### src/rtl/div_pipe.sv
`default_nettype none
// div_pipe: iterative RV32M DIV/DIVU/REM/REMU execution pipe (radix-2 restoring divider).
// Holds one instruction at a time; divide-by-zero and signed overflow may complete in one cycle.

package div_pipe_pkg;

   typedef enum logic [1:0] {
      DIV_OP_DIV  = 2'd0,
      DIV_OP_DIVU = 2'd1,
      DIV_OP_REM  = 2'd2,
      DIV_OP_REMU = 2'd3
   } div_op_e;

   typedef struct packed {
      logic [4:0]  rd;
      logic [31:0] rs1;
      logic [31:0] rs2;
      div_op_e     div_control;
   } ix_div_inf_t;

   typedef struct packed {
      logic [4:0]  rd;
      logic [31:0] result;
   } div_wb_inf_t;

endpackage

module div_pipe
   import div_pipe_pkg::*;
#(
   parameter bit FAST_SPECIAL = 1'b1
) (
   input  logic        clk,
   input  logic        rst_n,
   input  logic        ix_div_valid,
   output logic        ix_div_ready,
   input  ix_div_inf_t ix_div_inf,
   input  logic        flush,
   output logic        div_busy,
   output logic [4:0]  div_busy_rd,
   output logic        div_wb_valid,
   input  logic        div_wb_ready,
   output div_wb_inf_t div_wb_inf
);

   typedef enum logic [1:0] {
      ST_IDLE = 2'd0,
      ST_CALC = 2'd1,
      ST_FIX  = 2'd2,
      ST_DONE = 2'd3
   } state_e;

   state_e      state;
   logic [4:0]  count;
   logic [31:0] quo;
   logic [31:0] rem;
   logic [31:0] b_mag;
   logic        neg_a;
   logic        neg_b;
   logic        special;
   logic [31:0] special_res;
   div_op_e     op;
   logic [4:0]  rd;

   logic        signed_in;
   logic        is_quot_in;
   logic        neg_a_in;
   logic        neg_b_in;
   logic [31:0] a_mag_in;
   logic [31:0] b_mag_in;
   logic        special_in;
   logic [31:0] special_res_in;

   always_comb begin
      signed_in  = (ix_div_inf.div_control == DIV_OP_DIV) || (ix_div_inf.div_control == DIV_OP_REM);
      is_quot_in = (ix_div_inf.div_control == DIV_OP_DIV) || (ix_div_inf.div_control == DIV_OP_DIVU);
      neg_a_in   = signed_in & ix_div_inf.rs1[31];
      neg_b_in   = signed_in & ix_div_inf.rs2[31];
      a_mag_in   = neg_a_in ? -ix_div_inf.rs1 : ix_div_inf.rs1;
      b_mag_in   = neg_b_in ? -ix_div_inf.rs2 : ix_div_inf.rs2;
      special_in     = 1'b0;
      special_res_in = '0;
      if (ix_div_inf.rs2 == 32'd0) begin
         special_in     = 1'b1;
         special_res_in = is_quot_in ? 32'hFFFF_FFFF : ix_div_inf.rs1;
      end else if (signed_in && (ix_div_inf.rs1 == 32'h8000_0000) &&
                   (ix_div_inf.rs2 == 32'hFFFF_FFFF)) begin
         special_in     = 1'b1;
         special_res_in = is_quot_in ? 32'h8000_0000 : 32'd0;
      end
   end

   // The partial remainder stays below |b|, so 32 bits hold it; bit 32 of the
   // trial subtraction is the sign that selects restore vs. keep.
   logic [32:0] shifted;
   logic [32:0] trial;
   logic [31:0] quo_fix;
   logic [31:0] rem_fix;
   logic [31:0] result_fix;

   always_comb begin
      shifted    = {rem, quo[31]};
      trial      = shifted - {1'b0, b_mag};
      quo_fix    = (neg_a ^ neg_b) ? -quo : quo;
      rem_fix    = neg_a ? -rem : rem;
      result_fix = quo_fix;
      if (special) begin
         result_fix = special_res;
      end else if ((op == DIV_OP_REM) || (op == DIV_OP_REMU)) begin
         result_fix = rem_fix;
      end
   end

   always_ff @(posedge clk or negedge rst_n) begin
      if (!rst_n) begin
         state       <= ST_IDLE;
         count       <= '0;
         quo         <= '0;
         rem         <= '0;
         b_mag       <= '0;
         neg_a       <= 1'b0;
         neg_b       <= 1'b0;
         special     <= 1'b0;
         special_res <= '0;
         op          <= DIV_OP_DIV;
         rd          <= '0;
         div_wb_inf  <= '0;
      end else if (flush) begin
         state <= ST_IDLE;
         count <= '0;
      end else begin
         case (state)
            ST_IDLE: begin
               if (ix_div_valid) begin
                  rd          <= ix_div_inf.rd;
                  op          <= ix_div_inf.div_control;
                  neg_a       <= neg_a_in;
                  neg_b       <= neg_b_in;
                  b_mag       <= b_mag_in;
                  special     <= special_in;
                  special_res <= special_res_in;
                  quo         <= a_mag_in;
                  rem         <= '0;
                  count       <= '0;
                  if (FAST_SPECIAL && special_in) begin
                     div_wb_inf <= '{rd: ix_div_inf.rd, result: special_res_in};
                     state      <= ST_DONE;
                  end else begin
                     state <= ST_CALC;
                  end
               end
            end
            ST_CALC: begin
               if (!trial[32]) begin
                  rem <= trial[31:0];
                  quo <= {quo[30:0], 1'b1};
               end else begin
                  rem <= shifted[31:0];
                  quo <= {quo[30:0], 1'b0};
               end
               if (count == 5'd31) begin
                  count <= '0;
                  state <= ST_FIX;
               end else begin
                  count <= count + 5'd1;
               end
            end
            ST_FIX: begin
               div_wb_inf <= '{rd: rd, result: result_fix};
               state      <= ST_DONE;
            end
            ST_DONE: begin
               if (div_wb_ready) begin
                  state <= ST_IDLE;
               end
            end
            default: state <= ST_IDLE;
         endcase
      end
   end

   assign ix_div_ready = (state == ST_IDLE);
   assign div_busy     = (state != ST_IDLE);
   assign div_wb_valid = (state == ST_DONE);
   assign div_busy_rd  = div_busy ? rd : 5'd0;

endmodule

`default_nettype wire

### config.mk
export PLATFORM = sky130hd
export DESIGN_NAME = div_pipe
export DESIGN_NICKNAME = d
export VERILOG_FILES = /design/src/rtl/div_pipe.sv
export SDC_FILE = /design/constraint.sdc
export NUM_CORES = 1
export LEC_CHECK = 0
export ABC_AREA = 1
export BUFFER_PORTS_ARGS = -buffer_cell sky130_fd_sc_hd__clkbuf_2
export CORE_UTILIZATION = 45
export DETAILED_ROUTE_END_ITERATION = 7
export PLACE_DENSITY_LB_ADDON = 0.15
export SLEW_MARGIN = 20
export SYNTH_ARGS = -nofsm -noshare
export SYNTH_HDL_FRONTEND = slang
export SYNTH_SLANG_ARGS = --single-unit
### constraint.sdc
create_clock -name clk -period 2.8 [get_ports clk]
set_clock_uncertainty 0.15 [all_clocks]
set_input_delay 0.14 -clock clk [delete_from_list [all_inputs] [get_ports clk]]
set_output_delay 0.14 -clock clk [all_outputs]
set_load 0.01 [all_outputs]
## Word-level counts from Yosys, hierarchy flattened

Index checks and enable logic that the tools add are counted.

| word-level totals | value |
|---|---|
| bits in registers | 182 |
| input port bits | 76 |

| cells by class | value |
|---|---|
| add/subtract/negate cells | 6 |
| eq/ne operators | 15 |
| multiplexer cells | 32 |
| bitwise operators | 4 |
| reduce and logical (&&, ||, !) cells | 17 |

Operator list:

| kind | count |
|---|---|
| $mux W32 | 13 |
| $neg A32 Y32 | 4 |
| $pmux W32 S2 | 2 |
| $mux W37 | 2 |
| $pmux W37 S2 | 1 |
| $eq A32 B32 Y1 const B | 2 |
| $sub A33 B32 Y33 | 1 |
| $logic_not A32 Y1 | 1 |
| $mux W5 | 4 |
| $eq A2 B2 Y1 const B | 5 |
| $mux W2 | 5 |
| $pmux W5 S2 | 1 |
| $reduce_and A3 Y1 | 3 |
| $pmux W2 S4 | 1 |
| $ne A3 B2 Y1 const B | 2 |
| $reduce_bool A2 Y1 | 3 |
| $add A5 B1 Y5 const B | 1 |
| $eq A5 B5 Y1 const B | 1 |
| $eq A2 B1 Y1 const B | 2 |
| $logic_not A2 Y1 | 2 |
| $reduce_and A4 Y1 | 1 |
| $logic_or A1 B1 Y1 | 3 |
| $mux W1 | 3 |
| $ne A3 B3 Y1 const B | 1 |
| other kinds (8) | 10 |

## Longest topological paths before layout

| depth | value |
|---|---|
| word-level depth | 10 |
| gate-level depth with buffers | 16 |
| mapped depth without buffers | 16 |

## Worst setup path after synthesis

No wires, ideal clock.

| timing | value |
|---|---|
| path type | register -> register |
| start | register quo[31] |
| end | register rem[6] |
| library setup time | 0.118 ns |
| arrival time | 2.066 ns |
| required time | 2.532 ns |
| path slack | 0.466 ns |
| stages on the path, launching flop included | 17 |
| path buffers | 1 |
| cell sequence | dfrtp_1 > inv_1 > ha_1 > fa_1 > nor2_1 > o21ai_0 > nand2_2 > nand2_1 > nand2_1 > nand2_1 > nand2_1 > nand2_1 > nand2_2 > buf_6 > nand2_1 > nand3_1 > nand2_1 |

| on the way | value |
|---|---|
| cells in the longest elaborated chain, start to end | 3 |

Ends and longest elaborated chain:

| item | line | source |
|---|---|---|
| from (decl) | 55 | `logic [31:0] quo;` |
| from (signal assigned) | 142 | `quo <= a_mag_in;` |
| from (signal assigned) | 156 | `quo <= {quo[30:0], 1'b1};` |
| from (signal assigned) | 159 | `quo <= {quo[30:0], 1'b0};` |
| $sub A33 B32 Y33 | 103 | `trial = shifted - {1'b0, b_mag};` |
| $mux W32 | 154 | `if (!trial[32]) begin` |
| $pmux W32 S2 | 132 | `case (state)` |
| to (signal assigned) | 155 | `rem <= trial[31:0];` |
| to (signal assigned) | 158 | `rem <= shifted[31:0];` |
| to (decl) | 56 | `logic [31:0] rem;` |

No other way between the ends.
A chain may end at the register's enable or synchronous reset.

## Final worst setup path

| timing | value |
|---|---|
| start | input ix_div_inf[2] (netlist bit) |
| end | register div_wb_inf[8] (netlist bit) |

| on the way | value |
|---|---|
| cells in the longest elaborated chain, start to end | 7 |
| elaborated cells between the ends (all ways) | 12 |
| classes of those cells | eq/ne (2); mux (7); reduce/logical (3) |

Ends and longest elaborated chain:

| item | line | source |
|---|---|---|
| from (decl) | 37 | `input ix_div_inf_t ix_div_inf,` |
| $eq A32 B32 Y1 | 87 | `(ix_div_inf.rs2 == 32'hFFFF_FFFF)) begin` |
| $logic_and A1 B1 Y1 | 86 | `end else if (signed_in && (ix_div_inf.rs1 == 32'h8000_0000) &&` |
| $mux W32 | 86 |  |
| $mux W32 | 83 | `if (ix_div_inf.rs2 == 32'd0) begin` |
| $mux W37 | 145 | `if (FAST_SPECIAL && special_in) begin` |
| $mux W37 | 134 | `if (ix_div_valid) begin` |
| $pmux W37 S2 | 132 |  |
| to (signal assigned) | 146 | `div_wb_inf <= '{rd: ix_div_inf.rd, result: special_res_in};` |
| to (signal assigned) | 169 | `div_wb_inf <= '{rd: rd, result: result_fix};` |
| to (decl) | 43 | `output div_wb_inf_t div_wb_inf` |

Parallel ways exist; a longest one is shown, timed or not. The select of a mux whose other input is x is not followed.

==> impl_metrics.ini <==
[placed_design]
hpwl_microns = 40400
gp_congestion = 0.955
numPortBuffers = 120

[critical_path]
worstPathCellList = dlygate4sd3_1 -> clkbuf_2 -> inv_1 -> ha_1 -> nand2_2 -> nor2_4 -> inv_2 -> nor2_4 -> nand3_2 -> buf_4 -> nand3_2 -> nand3_2 -> clkinv_1 -> nand2_1 -> nand2_1
critPathCaptureType = flop
critical_path_class = in -> reg
cpMostUsedCell = nand3_2
worstPathArrival_ns = 2.81
crit_path_max_fanout = 19
cpPeakStageDelay_ns = 0.52
crit_family = buffers and inverters
crit_required_ns = 2.99
critPathLaunchType = input pin
crit_buf_inv = 6
cp_slowest_cell = dlygate4sd3_1

[yosys]
synth_common_cells = nand2_1, inv_1, nand3_1
ys.flop_type = dfrtp_1
synthTopCellsByArea = dfrtp_1, nand2_1, nand3_1
synth-seq-area-share_pct = 29.7
yosysTopAreaCellShare_pct = 29.7
synth_edf_count = 0
yosysTopAreaCell = dfrtp_1
syn_avg_cell_area_sq_um = 6.04
yosysMostFrequentCell = nand2_1
netlist_area_sq_um = 15300
yosys_warnings = 0
synth-seq-cells = 181
synth.distinct_cells = 44
syn_inst = 2527
synth-async-reset-ratio_pct = 100
synth_nets = 2647

[timing]
setup_tns_ns = 0
fin_crit_sh_pct = 93.8
max_freq_mhz = 381
grt_setup_unrepaired = false
max_slew.worst_pin.slew_ns = 0.896
finalSetupViolCount = 0
slew_violations = 0
worst_slew_margin_rel_pct = 40.3
finalHoldViolCount = 0
post-route-min-period_ns = 2.63
holdWs_ns = 0.0254

[cells_and_area]
area.growth.synth_to_final_pct = 15.6
fillerInstances = 3436
drive_above_1_share_pct = 9.01
fin_nets = 2792

[route]
wl_per_cell_microns = 17.0
dr.pass1.iters = 6
viasPerCell = 5.35
antenna_left = 0
post-route-drc-count = 0
vias = 16800
drt_iter0_drc = 1472
totalWireLength_microns = 53200

[floorplanning]
die_area_sq_um = 34600
ios = 121
die_h_microns = 186
initial_core_util_pct = 45.6
coreArea_sq_um = 33400
die_w_microns = 186
num_rows = 67

[clock_network]
cts.clk_slew.worst_paths_ns = 0.08
htreeDepth = 4
insertion_delay_ns = 0.46
cts_root_buf = clkbuf_16
cts_tree = done
cts_sinks = 181
cts_buffers = 17
cts_buffer_depth = 2

[status]
status = finished clean

[run]
maxCapViolations = 0

[global_routing]
grt_max_degree = 88
gr-usage-met1_pct = 46.0
grtUsageMet2_pct = 49.0
grt_pass1_wl_microns = 83300
busiest_layer = met2
track_usage_pct = 31.3
use_met3_pct = 3.76
overflow = 0
antenna_found_initial = 0
first_global_vias = 15100

[hold_path]
hold_path_class = in -> reg

[power_and_ir_drop]
ir_drop_mv = 0.766
power_w = 0.0152
leakagePower_nw = 9.79
powerDensity_nw_per_um2 = 861
-- layout by cell type, fill, tap and decap left out, types with 16 or more instances in the layout --
cell type and instances:
nand2_1 876, dfrtp_1 181, clkbuf_2 119, xor2_1 33, ha_1 43, a21oi_1 98, inv_1 324, nand4_1 24
o211ai_1 16, nand3_1 270, clkbuf_16 18, dlygate4sd3_1 61, nor2_1 242, nor3_1 27, buf_4 27, o21ai_0 161
-- per-layer routing --
layer	wire length [microns]	vias up
met5	0	-
met4	817	0
met3	3580	39
met2	23600	598
met1	25200	7814
li1	-	8304
-- logic make-up after synthesis --
logic type                 Yosys count  share of synthesized area [%]
and+or+nand+nor                   1500                           41.2
buffers and inverters              428                           11.2
AOI/OAI and AO/OA                  327                           11.6
DFF                                181                           29.7
xor gates and xnor gates            47                           2.70
adders and majority gates           44                           3.66
-- what timing repair did --
action,4_1_cts,5_1_grt
setup endpoints to repair,0,30
hold buffers,61,0
setup buffers,0,0
hold endpoints to repair,212,0
resized for setup,0,3
-- area by class of cell --
class / instances / area, sq um / area share (%)
Antenna cell: 1 / 2.50 / 0.0142
Clock buffer: 18 / 439 / 2.49
Tap cell: 448 / 561 / 3.18
Inverter: 337 / 1270 / 7.20
Timing Repair Buffer: 217 / 1610 / 9.12
Sequential cell: 181 / 4530 / 25.7
Clock inverter: 14 / 180 / 1.02
Multi-Input combinational cell: 1918 / 9040 / 51.3
-- tightest hold or removal path, delay by kind of cell --
| family | cells | cell delay [ns] |
|---|---|---|
| AND/OR/NAND/NOR | 2 | 0.16 |
| AO/OA/AOI/OAI | 1 | 0.07 |
| buffers and inverters | 2 | 0.22 |
-- sequential cells by signal, summed over array words and instances, names as in the netlist --
register and count:
b_mag 32, rd 5, count 5, state 2
op 1, neg_b 1, quo 32, special 1
neg_a 1, special_res 32, rem 32, div_wb_inf 37
-- power by group --
part | switching [W] | internal, W | leakage, nW
combinational | 0.00581 | 0.00267 | 7.12
sequential | 0.000627 | 0.00346 | 2.36
clock | 0.00123 | 0.00139 | 0.305
-- stage by stage --
| stage | util (%) | worst slack [ns] | cell area [sq um] | std cells |
|---|---|---|---|---|
| floorplan | - | 0.466 | 15300 | 2527 |
| detailed placement | 48.9 | 0.213 | 16400 | 3039 |
| finish | 52.7 | 0.173 | 17600 | 3134 |
| global placement | 48.9 | 0.260 | 16400 | 3039 |
| global route | 52.7 | 0.00878 | 17600 | 3133 |
| CTS | 52.6 | 0.0257 | 17600 | 3132 |
-- final timing paths --
kind / cells past startpoint / startpoint / slack [ns] / to
worst max-delay path: 15 / ix_div_inf[2] / 0.17 / div_wb_inf[8]
worst min-delay path: 5 / ix_div_inf[42] / 0.03 / special_res[8]
worst max register to register: 13 / rem[0] / 0.18 / div_wb_inf[20]
worst min register to register: 2 / special_res[25] / 0.33 / special_res[25]
max in group asynchronous: 3 / rst_n / 1.61 / special_res[16]
min in group asynchronous: 2 / rst_n / 0.09 / b_mag[17]
No activity file was read; power rests on OpenSTA's default activity.
